**src/rtl/sym9_pkg.sv**
```systemverilog
// Shared constants, state encoding and golden model for the sym9 activity monitor.
package sym9_pkg;

  localparam int NUM_IN       = 9;
  localparam int NUM_ENTRIES  = 12;
  localparam int IDX_OUT_TGL  = 9;
  localparam int IDX_OUT_ONES = 10;
  localparam int IDX_MISMATCH = 11;

  typedef enum logic [1:0] {
    ST_IDLE    = 2'd0,
    ST_COLLECT = 2'd1,
    ST_REPORT  = 2'd2
  } state_e;

  // Reference behaviour of the 9-input symmetric benchmark: high when 3..6 inputs are high.
  function automatic logic sym9_golden(input logic [NUM_IN-1:0] vec);
    logic [3:0] ones;
    ones = 4'd0;
    for (int i = 0; i < NUM_IN; i++) begin
      ones = ones + {3'd0, vec[i]};
    end
    return (ones >= 4'd3) && (ones <= 4'd6);
  endfunction

endpackage

```
**src/rtl/sym9_activity_monitor_sat_counter.sv**
```systemverilog
// Saturating up-counter: holds at all-ones instead of wrapping; clr wins over inc.
module sat_counter #(
  parameter int CNT_W = 16
) (
  input  logic             clk,
  input  logic             rst,
  input  logic             clr,
  input  logic             inc,
  output logic [CNT_W-1:0] q
);

  logic [CNT_W-1:0] q_d;
  logic [CNT_W-1:0] q_q;

  // Next count: clear, saturating increment, or hold.
  always_comb begin
    q_d = q_q;
    if (clr) begin
      q_d = '0;
    end else if (inc && (q_q != {CNT_W{1'b1}})) begin
      q_d = q_q + CNT_W'(1);
    end else begin
      q_d = q_q;
    end
  end

  // Count register with synchronous reset.
  always_ff @(posedge clk) begin
    if (rst) begin
      q_q <= '0;
    end else begin
      q_q <= q_d;
    end
  end

  assign q = q_q;

endmodule

```
**src/rtl/sym9_activity_monitor.sv**
```systemverilog
// Activity monitor for the sym9 benchmark: collects toggle/ones/mismatch counts
// over WINDOW samples, then streams 12 report entries over valid/ready.
module sym9_activity_monitor
  import sym9_pkg::*;
#(
  parameter int WINDOW = 1024,
  parameter int CNT_W  = 16
) (
  input  logic              clk,
  input  logic              rst,
  input  logic              start,
  input  logic              in_valid,
  input  logic [8:0]        in_vec,
  input  logic              in_res,
  output logic              busy,
  output logic              done,
  output logic              rpt_valid,
  input  logic              rpt_ready,
  output logic [3:0]        rpt_idx,
  output logic [CNT_W-1:0]  rpt_count
);

  localparam int              SMP_W    = (WINDOW > 2) ? $clog2(WINDOW) : 1;
  localparam logic [SMP_W-1:0] SMP_LAST = SMP_W'(WINDOW - 1);
  localparam logic [3:0]      LAST_IDX = 4'(NUM_ENTRIES - 1);

  state_e             state_q, state_d;
  logic [SMP_W-1:0]   smp_q, smp_d;
  logic [NUM_IN-1:0]  prev_vec_q, prev_vec_d;
  logic               prev_res_q, prev_res_d;
  logic               prev_valid_q, prev_valid_d;
  logic               rpt_valid_q, rpt_valid_d;
  logic [3:0]         rpt_idx_q, rpt_idx_d;
  logic               busy_q, busy_d;
  logic               done_q, done_d;

  logic                   sample_s;
  logic                   rpt_fire_s;
  logic                   cnt_clr_s;
  logic [NUM_ENTRIES-1:0] cnt_inc_s;
  logic [CNT_W-1:0]       cnt_q [NUM_ENTRIES];

  assign sample_s   = (state_q == ST_COLLECT) && in_valid;
  assign rpt_fire_s = rpt_valid_q && rpt_ready;
  assign cnt_clr_s  = (state_q == ST_IDLE) && start;

  // Per-sample increment requests; toggles only once a previous sample exists.
  always_comb begin
    cnt_inc_s = '0;
    if (sample_s) begin
      for (int i = 0; i < NUM_IN; i++) begin
        cnt_inc_s[i] = prev_valid_q && (in_vec[i] != prev_vec_q[i]);
      end
      cnt_inc_s[IDX_OUT_TGL]  = prev_valid_q && (in_res != prev_res_q);
      cnt_inc_s[IDX_OUT_ONES] = in_res;
      cnt_inc_s[IDX_MISMATCH] = (in_res != sym9_golden(in_vec));
    end else begin
      cnt_inc_s = '0;
    end
  end

  for (genvar g = 0; g < NUM_ENTRIES; g++) begin : g_cnt
    sat_counter #(.CNT_W(CNT_W)) u_cnt (
      .clk (clk),
      .rst (rst),
      .clr (cnt_clr_s),
      .inc (cnt_inc_s[g]),
      .q   (cnt_q[g])
    );
  end

  // Next-state, sample bookkeeping and report sequencing.
  always_comb begin
    state_d      = state_q;
    smp_d        = smp_q;
    prev_vec_d   = prev_vec_q;
    prev_res_d   = prev_res_q;
    prev_valid_d = prev_valid_q;
    rpt_idx_d    = rpt_idx_q;
    done_d       = 1'b0;
    case (state_q)
      ST_IDLE: begin
        if (start) begin
          state_d      = ST_COLLECT;
          smp_d        = '0;
          prev_valid_d = 1'b0;
        end else begin
          state_d = ST_IDLE;
        end
      end
      ST_COLLECT: begin
        if (sample_s) begin
          prev_vec_d   = in_vec;
          prev_res_d   = in_res;
          prev_valid_d = 1'b1;
          if (smp_q == SMP_LAST) begin
            state_d   = ST_REPORT;
            rpt_idx_d = 4'd0;
            smp_d     = '0;
          end else begin
            smp_d = smp_q + SMP_W'(1);
          end
        end else begin
          state_d = ST_COLLECT;
        end
      end
      ST_REPORT: begin
        if (rpt_fire_s) begin
          if (rpt_idx_q == LAST_IDX) begin
            state_d   = ST_IDLE;
            rpt_idx_d = 4'd0;
            done_d    = 1'b1;
          end else begin
            rpt_idx_d = rpt_idx_q + 4'd1;
          end
        end else begin
          state_d = ST_REPORT;
        end
      end
      default: begin
        state_d   = ST_IDLE;
        rpt_idx_d = 4'd0;
      end
    endcase
    rpt_valid_d = (state_d == ST_REPORT);
    busy_d      = (state_d != ST_IDLE);
  end

  // State and output registers with synchronous reset.
  always_ff @(posedge clk) begin
    if (rst) begin
      state_q      <= ST_IDLE;
      smp_q        <= '0;
      prev_vec_q   <= '0;
      prev_res_q   <= 1'b0;
      prev_valid_q <= 1'b0;
      rpt_valid_q  <= 1'b0;
      rpt_idx_q    <= 4'd0;
      busy_q       <= 1'b0;
      done_q       <= 1'b0;
    end else begin
      state_q      <= state_d;
      smp_q        <= smp_d;
      prev_vec_q   <= prev_vec_d;
      prev_res_q   <= prev_res_d;
      prev_valid_q <= prev_valid_d;
      rpt_valid_q  <= rpt_valid_d;
      rpt_idx_q    <= rpt_idx_d;
      busy_q       <= busy_d;
      done_q       <= done_d;
    end
  end

  // Report mux: indexed read of the (frozen) counter registers, zero when idle.
  assign rpt_count = (rpt_valid_q && (rpt_idx_q <= LAST_IDX)) ? cnt_q[rpt_idx_q] : '0;
  assign rpt_valid = rpt_valid_q;
  assign rpt_idx   = rpt_idx_q;
  assign busy      = busy_q;
  assign done      = done_q;

endmodule

```
**config.mk**
```make
export PLATFORM = sky130hd
export DESIGN_NAME = sym9_activity_monitor
export DESIGN_NICKNAME = d
export VERILOG_FILES = /design/src/rtl/sym9_pkg.sv /design/src/rtl/sym9_activity_monitor_sat_counter.sv /design/src/rtl/sym9_activity_monitor.sv
export SDC_FILE = /design/constraint.sdc
export NUM_CORES = 1
export LEC_CHECK = 0
export CORE_ASPECT_RATIO = 0.6
export CORE_MARGIN = 5
export CORE_UTILIZATION = 40
export CTS_CLUSTER_SIZE = 24
export DETAILED_ROUTE_END_ITERATION = 8
export PLACE_DENSITY_LB_ADDON = 0.1
export SYNTH_ARGS = -nofsm -noshare
export SYNTH_HDL_FRONTEND = slang
export SYNTH_HIERARCHICAL = 1
export SYNTH_SLANG_ARGS = --single-unit
```
**constraint.sdc**
```tcl
create_clock -name clk -period 4.15 [get_ports clk]
set_input_delay 0.415 -clock clk [delete_from_list [all_inputs] [get_ports clk]]
set_output_delay 0.415 -clock clk [all_outputs]
set_load 0.05 [all_outputs]
```
Yosys cells after proc, flatten, opt, wreduce, memory -nomap -nowiden
Cells that the tools add are included.
Widths: inputs -> output; s select.
{"block": "totals", "register_bits": 222, "latchBits": 0, "ram_bits": 0, "romBits": 0, "input_bits": 15, "out_inout_bits": 23, "elab_cells": 142, "mem_count": 0}
{"block": "classes", "addsub": 22, "mul": 0, "n_div": 0, "n_lt_le_gt_ge": 4, "eq_ne": 32, "n_shift": 0, "n_mux": 24, "n_bitwise": 4, "n_reduce_logical": 35}
{"cell": "$add 16x1->16 const B", "count": 12}
{"cell": "$ne 16x16->1 const B", "count": 12}
{"cell": "$bmux 16 s4", "count": 1}
{"cell": "$mux 16", "count": 3}
{"cell": "$mux 10", "count": 3}
{"cell": "$logic_and 1x1->1", "count": 27}
{"cell": "$add 4x1->4", "count": 5}
{"cell": "$pmux 10 s2", "count": 1}
{"cell": "$mux 4", "count": 4}
{"cell": "$mux 12", "count": 1}
{"cell": "$pmux 4 s3", "count": 1}
{"cell": "$ne 1x1->1", "count": 11}
{"cell": "$add 10x1->10 const B", "count": 1}
{"cell": "$eq 10x10->1 const B", "count": 1}
{"cell": "$mux 2", "count": 4}
{"cell": "$ne 2x2->1 const B", "count": 3}
{"cell": "$pmux 2 s3", "count": 1}
{"cell": "$ge 5x5->1 const B", "count": 1}
{"cell": "$not 4->5", "count": 1}
{"cell": "$add 3x1->4", "count": 1}
{"cell": "$add 4x1->4 const B", "count": 1}
{"cell": "$eq 2x2->1 const B", "count": 2}
{"cell": "$eq 4x4->1 const B", "count": 1}
{"cell": "$ge 4x2->1 const B", "count": 1}
{"cell": "other kinds (16)", "count": 22}

Depth between registers and ports, before layout
{"block": "depth", "depth_word": 13, "depth_mapped": 16, "mapped_depth_nobuf": 15}

Hierarchy
Netlist, hierarchy kept.
{"module": "sat_counter", "n_inst": 12, "cells_each": 102, "area_per_inst_um2": 917.1, "seq_area_each_um2": 320.3}
{"module": "sym9_activity_monitor", "n_inst": 1, "cells_each": 360, "area_per_inst_um2": 3304.4, "seq_area_each_um2": 600.6}

Least setup slack after synthesis
Ideal clock, no wire load.
{"block": "synth_timing", "kind": "in2reg", "startpoint": "in in_vec[0]", "endpoint": "reg g_cnt[11].u_cnt.q_q[12]", "setup_time_ns": 0.091, "arrival_ns": 4.318, "required_time_ns": 4.059, "slack_ns": -0.259, "cell_stages": 15, "n_path_buf": 1, "path_cell_list": "inv_1 fa_1 fa_1 fa_1 fa_1 fa_1 nor2_1 xor2_1 mux2i_1 mux2i_1 and4_4 and3_1 buf_4 a31oi_1 a311oi_1"}
{"block": "synth_between", "elab_chain_cells": 13, "word_cells_on_any_way": 14, "cone_classes": "8 x add/sub; 2 x order compare; 1 x eq/ne; 1 x mux; 2 x reduce/logical"}
{"item": "start: declaration", "line_no": "sym9_activity_monitor.sv:13", "rtl": "input logic [8:0] in_vec,"}
{"item": "$add 1x1->2 *", "line_no": "sym9_pkg.sv:21", "rtl": "ones = ones + {3'd0, vec[i]};"}
{"item": "$add 2x1->3 *", "line_no": "sym9_pkg.sv:21"}
{"item": "$add 3x1->4 *", "line_no": "sym9_pkg.sv:21"}
{"item": "$add 4x1->4 * (5 in a row)", "line_no": "sym9_pkg.sv:21"}
{"item": "$ge 4x2->1 / $le 4x3->1 (equally long branches)", "line_no": "sym9_pkg.sv:23", "rtl": "return (ones >= 4'd3) && (ones <= 4'd6);"}
{"item": "$logic_and 1x1->1 *", "line_no": "sym9_pkg.sv:23"}
{"item": "$ne 1x1->1 *", "line_no": "sym9_activity_monitor.sv:56", "rtl": "cnt_inc_s[IDX_MISMATCH] = (in_res != sym9_golden(in_vec));"}
{"item": "$mux 12 *", "line_no": "sym9_activity_monitor.sv:50", "rtl": "if (sample_s) begin"}
{"item": "via cnt_inc_s[11]", "line_no": "sym9_activity_monitor.sv:40", "rtl": "logic [NUM_ENTRIES-1:0] cnt_inc_s;"}
{"item": "$logic_and 1x1->1 *", "line_no": "sym9_activity_monitor_sat_counter.sv:20", "rtl": "end else if (inc && (q_q != {CNT_W{1'b1}})) begin"}
{"item": "end signal: assignment", "line_no": "sym9_activity_monitor_sat_counter.sv:32", "rtl": "q_q <= q_d;"}
{"item": "end: declaration", "line_no": "sym9_activity_monitor_sat_counter.sv:13", "rtl": "logic [CNT_W-1:0] q_q;"}
The timed path passes the listed nets; every way through them passes the cells marked *.
A chain may end at the register's enable or synchronous reset.

Final worst setup path
{"block": "layout_timing", "startpoint": "in in_vec[3]", "endpoint": "reg g_cnt[11].u_cnt.q_q[10]"}
{"block": "layout_between", "elab_chain_cells": 11, "word_cells_on_any_way": 12, "cone_classes": "6 x add/sub; 2 x order compare; 1 x eq/ne; 1 x mux; 2 x reduce/logical"}
{"item": "$add 3x1->4 *", "line_no": "sym9_pkg.sv:21"}
{"item": "$add 4x1->4 * (5 in a row)", "line_no": "sym9_pkg.sv:21"}
{"item": "$ge 4x2->1 / $le 4x3->1 (equally long branches)", "line_no": "sym9_pkg.sv:23"}
{"item": "$logic_and 1x1->1 *", "line_no": "sym9_pkg.sv:23"}
{"item": "$ne 1x1->1 *", "line_no": "sym9_activity_monitor.sv:56"}
{"item": "$mux 12 *", "line_no": "sym9_activity_monitor.sv:50"}
{"item": "via cnt_inc_s[11]", "line_no": "sym9_activity_monitor.sv:40"}
{"item": "$logic_and 1x1->1 *", "line_no": "sym9_activity_monitor_sat_counter.sv:20"}
Marked as above.

==> run metrics <==
Worst Setup End Kind=flip-flop; YS warnings=6; Max Root-Sink Buffers=3; share of cells above drive strength 1=about a fifth; initial antenna violation count=0; CTS Buf Count=25; vias in the first global route=11.0k; Initial Utilization=approximately two fifths; Reg2Reg Setup Slack=approximately 1100 ps; most frequent cells in the layout=dfxtp_1, nand2_1, a21oi_1, mux2i_1, nand3_1; Nets=about 1.6k; peak supply drop=0.265 mV; CTS H-tree lvls=1; Slew @ Worst Pin=a little over 1000 ps; Worst slew margin=32.2%; leading cell type in the layout, fill and taps excluded=dfxtp_1; Initial DRC Count=1,108; PortBufs=37; Leakage=5.39 nW; Arr. time, crit path=about 4500 ps; DR pass1 iterations=5; critical path's slowest cell=fa_1; setup TNS=0 ps; startpoint types=input pin; Synth Register Bits=approximately 220; crit path time final=4000 ps; worst-path fanout max=5; Final setup viols=0; HP Class=input pin to flip-flop; post-synthesis sequential area ratio=roughly 31%; CTS tree=done; final worst path period share=96.5%; crit path cell chain=buf_8 > inv_4 > fa_1 > fa_1 > fa_1 > fa_2 > fa_1 > nor2_2 > xor2_1 > mux2i_1 > mux2i_1 > buf_4 > and4_4 > nand3_1 > or3_1 > a21oi_1; post-DR vias/cell=around 6; PwrDens=306 nW/um^2; Layout Utilization=between 40 and 50%; Setup Fix Bufs, Post-CTS=0; number of enable flip-flop cells after synthesis=0; I/O Pins=38; syn nets=~1.6k; Final Max Tran Viols=0; max-cap violations=0; root buf cell=clkbuf_16; Top delay family on crit path=adder cells; Inst Count DP=~2k; Fin. Hold Viols=0; Cell Area, Synth=approximately 14,000 um^2; Die Y=157 um; ys async rst share=0%; Die ar.=approximately 40,000 um^2; final std cells w/o fill=2,072; DP HPWL=31,500 um; row cnt=between 50 and 60; CP peak stage delay=about 550 ps; largest net degree at the start of global routing=73; clock sink total=~220; global-route wire length before repair=between 60,000 and 70,000 um; number of fill cells in the layout=between 3k and 4k; Worst Path Buf+Inv=3; Antenna Cells=0; worst setup margin=about 150 ps; Synth Flop Type=dfxtp_1; critical path class=input pin to flip-flop; # DRC=0; Core Region=~35,000 um^2; Syn Inst Count=roughly 1.6k; CTS Hold Buffers Added=0; Area Growth Syn to Fin=10.1%; chip width=approximately 250 um; WL per Instance=20.5 um; total gr overflow=0; status=finished clean; final wirelength=between 40,000 and 50,000 um; All-Layer GR Usage=20.9%; WP data required=roughly 4600 ps; Placer Congestion=between 0.8 and 0.9; most frequent CP cell=fa_1; fmax=~250 MHz; CTS clk-pin slew, worst paths=60 ps; Post-DRT Antenna Nets=0; syn_area_per_cell=around 9.0 um^2; Post-Route Skew=approximately 16 ps; pre-CTS setup slack=-1030 ps; Skew-Pair Late Insertion Delay=between 500 and 600 ps; synth unique cells=65; DR vias=12.4k
## synth_stat cells, types with 25 or more instances
cell      instances  share of area [%]
dfxtp_1         222                 31
nand2_1         200                5.2
a21oi_1          91                3.2
mux2i_1          75                5.2
nand3_1          67                2.3
a31oi_1          53                2.3
o21ai_0          52                1.8
or3_1            50                2.2
nor2_1           44                1.2
and3_1           38                1.7
nand4_1          37                1.6
a211oi_1         36                1.9
or3_2            36                1.9
mux2_2           32                2.5
mux4_2           32                5.0
inv_1            28               0.73
nor3_1           27               0.94
buf_6            25                2.0
## cell families (layout without fill, tap and decap cells)
family,Yosys count,in the layout,synth area share [%]
muxes,140,140,12.9
DFF,222,222,31.1
AOI/OAI and AO/OA,397,397,19.1
and+or+nand+nor,672,672,28.5
buffers and inverters,118,139,5.49
xor gates and xnor gates,14,14,0.857
adders and majority gates,21,21,2.10
## where the power goes
part	internal [mW]	switching, mW
clock	1.39	0.980
sequential	2.14	0.00878
combinational	0.117	0.179
total	3.65	1.17
## registers in the layout (all words and copies together) (netlist names)
register and count:
rpt_idx 4, done 1, rpt_valid 1, busy 1, state_q 2, prev_valid_q 1
prev_res_q 1, smp_q 10, g_cnt.u_cnt/q 192, prev_vec_q 9
## final cells by class
class	count	area, um^2	share of cell area [%]
clock buffer	29	661	4.19
clock inverter	17	196	1.25
inverter	28	115	0.731
multi-input combinational	1244	9140	58.0
sequential	222	4450	28.2
tap	467	584	3.71
timing repair buffer	65	614	3.90
## through the flow
| stage | hold slack, ps | power, mW | instance area (um^2) |
|---|---|---|---|
| 2_1_floorplan | 449 | 2.38 | 14300 |
| 3_3_place_gp | 455 | 2.48 | 14900 |
| 3_5_place_dp | 461 | 2.48 | 14900 |
| 4_1_cts | 232 | 4.87 | 15700 |
| 5_1_grt | 243 | 5.00 | 15800 |
| 6_report | 244 | 4.81 | 15800 |
## what timing repair did
item | CTS | global route
endpoints found under the setup margin | 15 | 10
gates resized for setup | 26 | 3
pin swaps | 11 | 7
gates cloned | 0 | 0
hold endpoints to repair | 0 | 0
## worst register-to-register path, cell delays in order, from the launching register on
cell and delay (ps):
dfxtp_1 550, nand2b_1 200, nor2_1 170, nand2_1 270
nor2_1 700, and3_1 310, nand3_1 220, a211oi_1 350
mux2i_1 210
## per-layer routing
layer / wire, um / vias to the layer above / global-route usage (%)
met5: 0 / - / 0
met1: 23100 / 5998 / 35.1
li1: - / 6071 / -
met2: 16100 / 312 / 26.9
met4: 578 / 0 / 3.14
met3: 2660 / 39 / 4.55
## worst paths after layout
check / end / from / cells after the start
setup / recovery: g_cnt[11].u_cnt/q[10]$_SDFFE_PP0P_ / in_vec[3] / 16
hold reg to reg: prev_vec_q[5]$_SDFFE_PP0P_ / prev_vec_q[5]$_SDFFE_PP0P_ / 2
setup reg to reg: g_cnt[3].u_cnt/q[9]$_SDFFE_PP0P_ / state_q[0]$_SDFF_PP0_ / 8
hold / removal: prev_vec_q[1]$_SDFFE_PP0P_ / in_vec[1] / 4
Power figures use the tool's default switching activity.
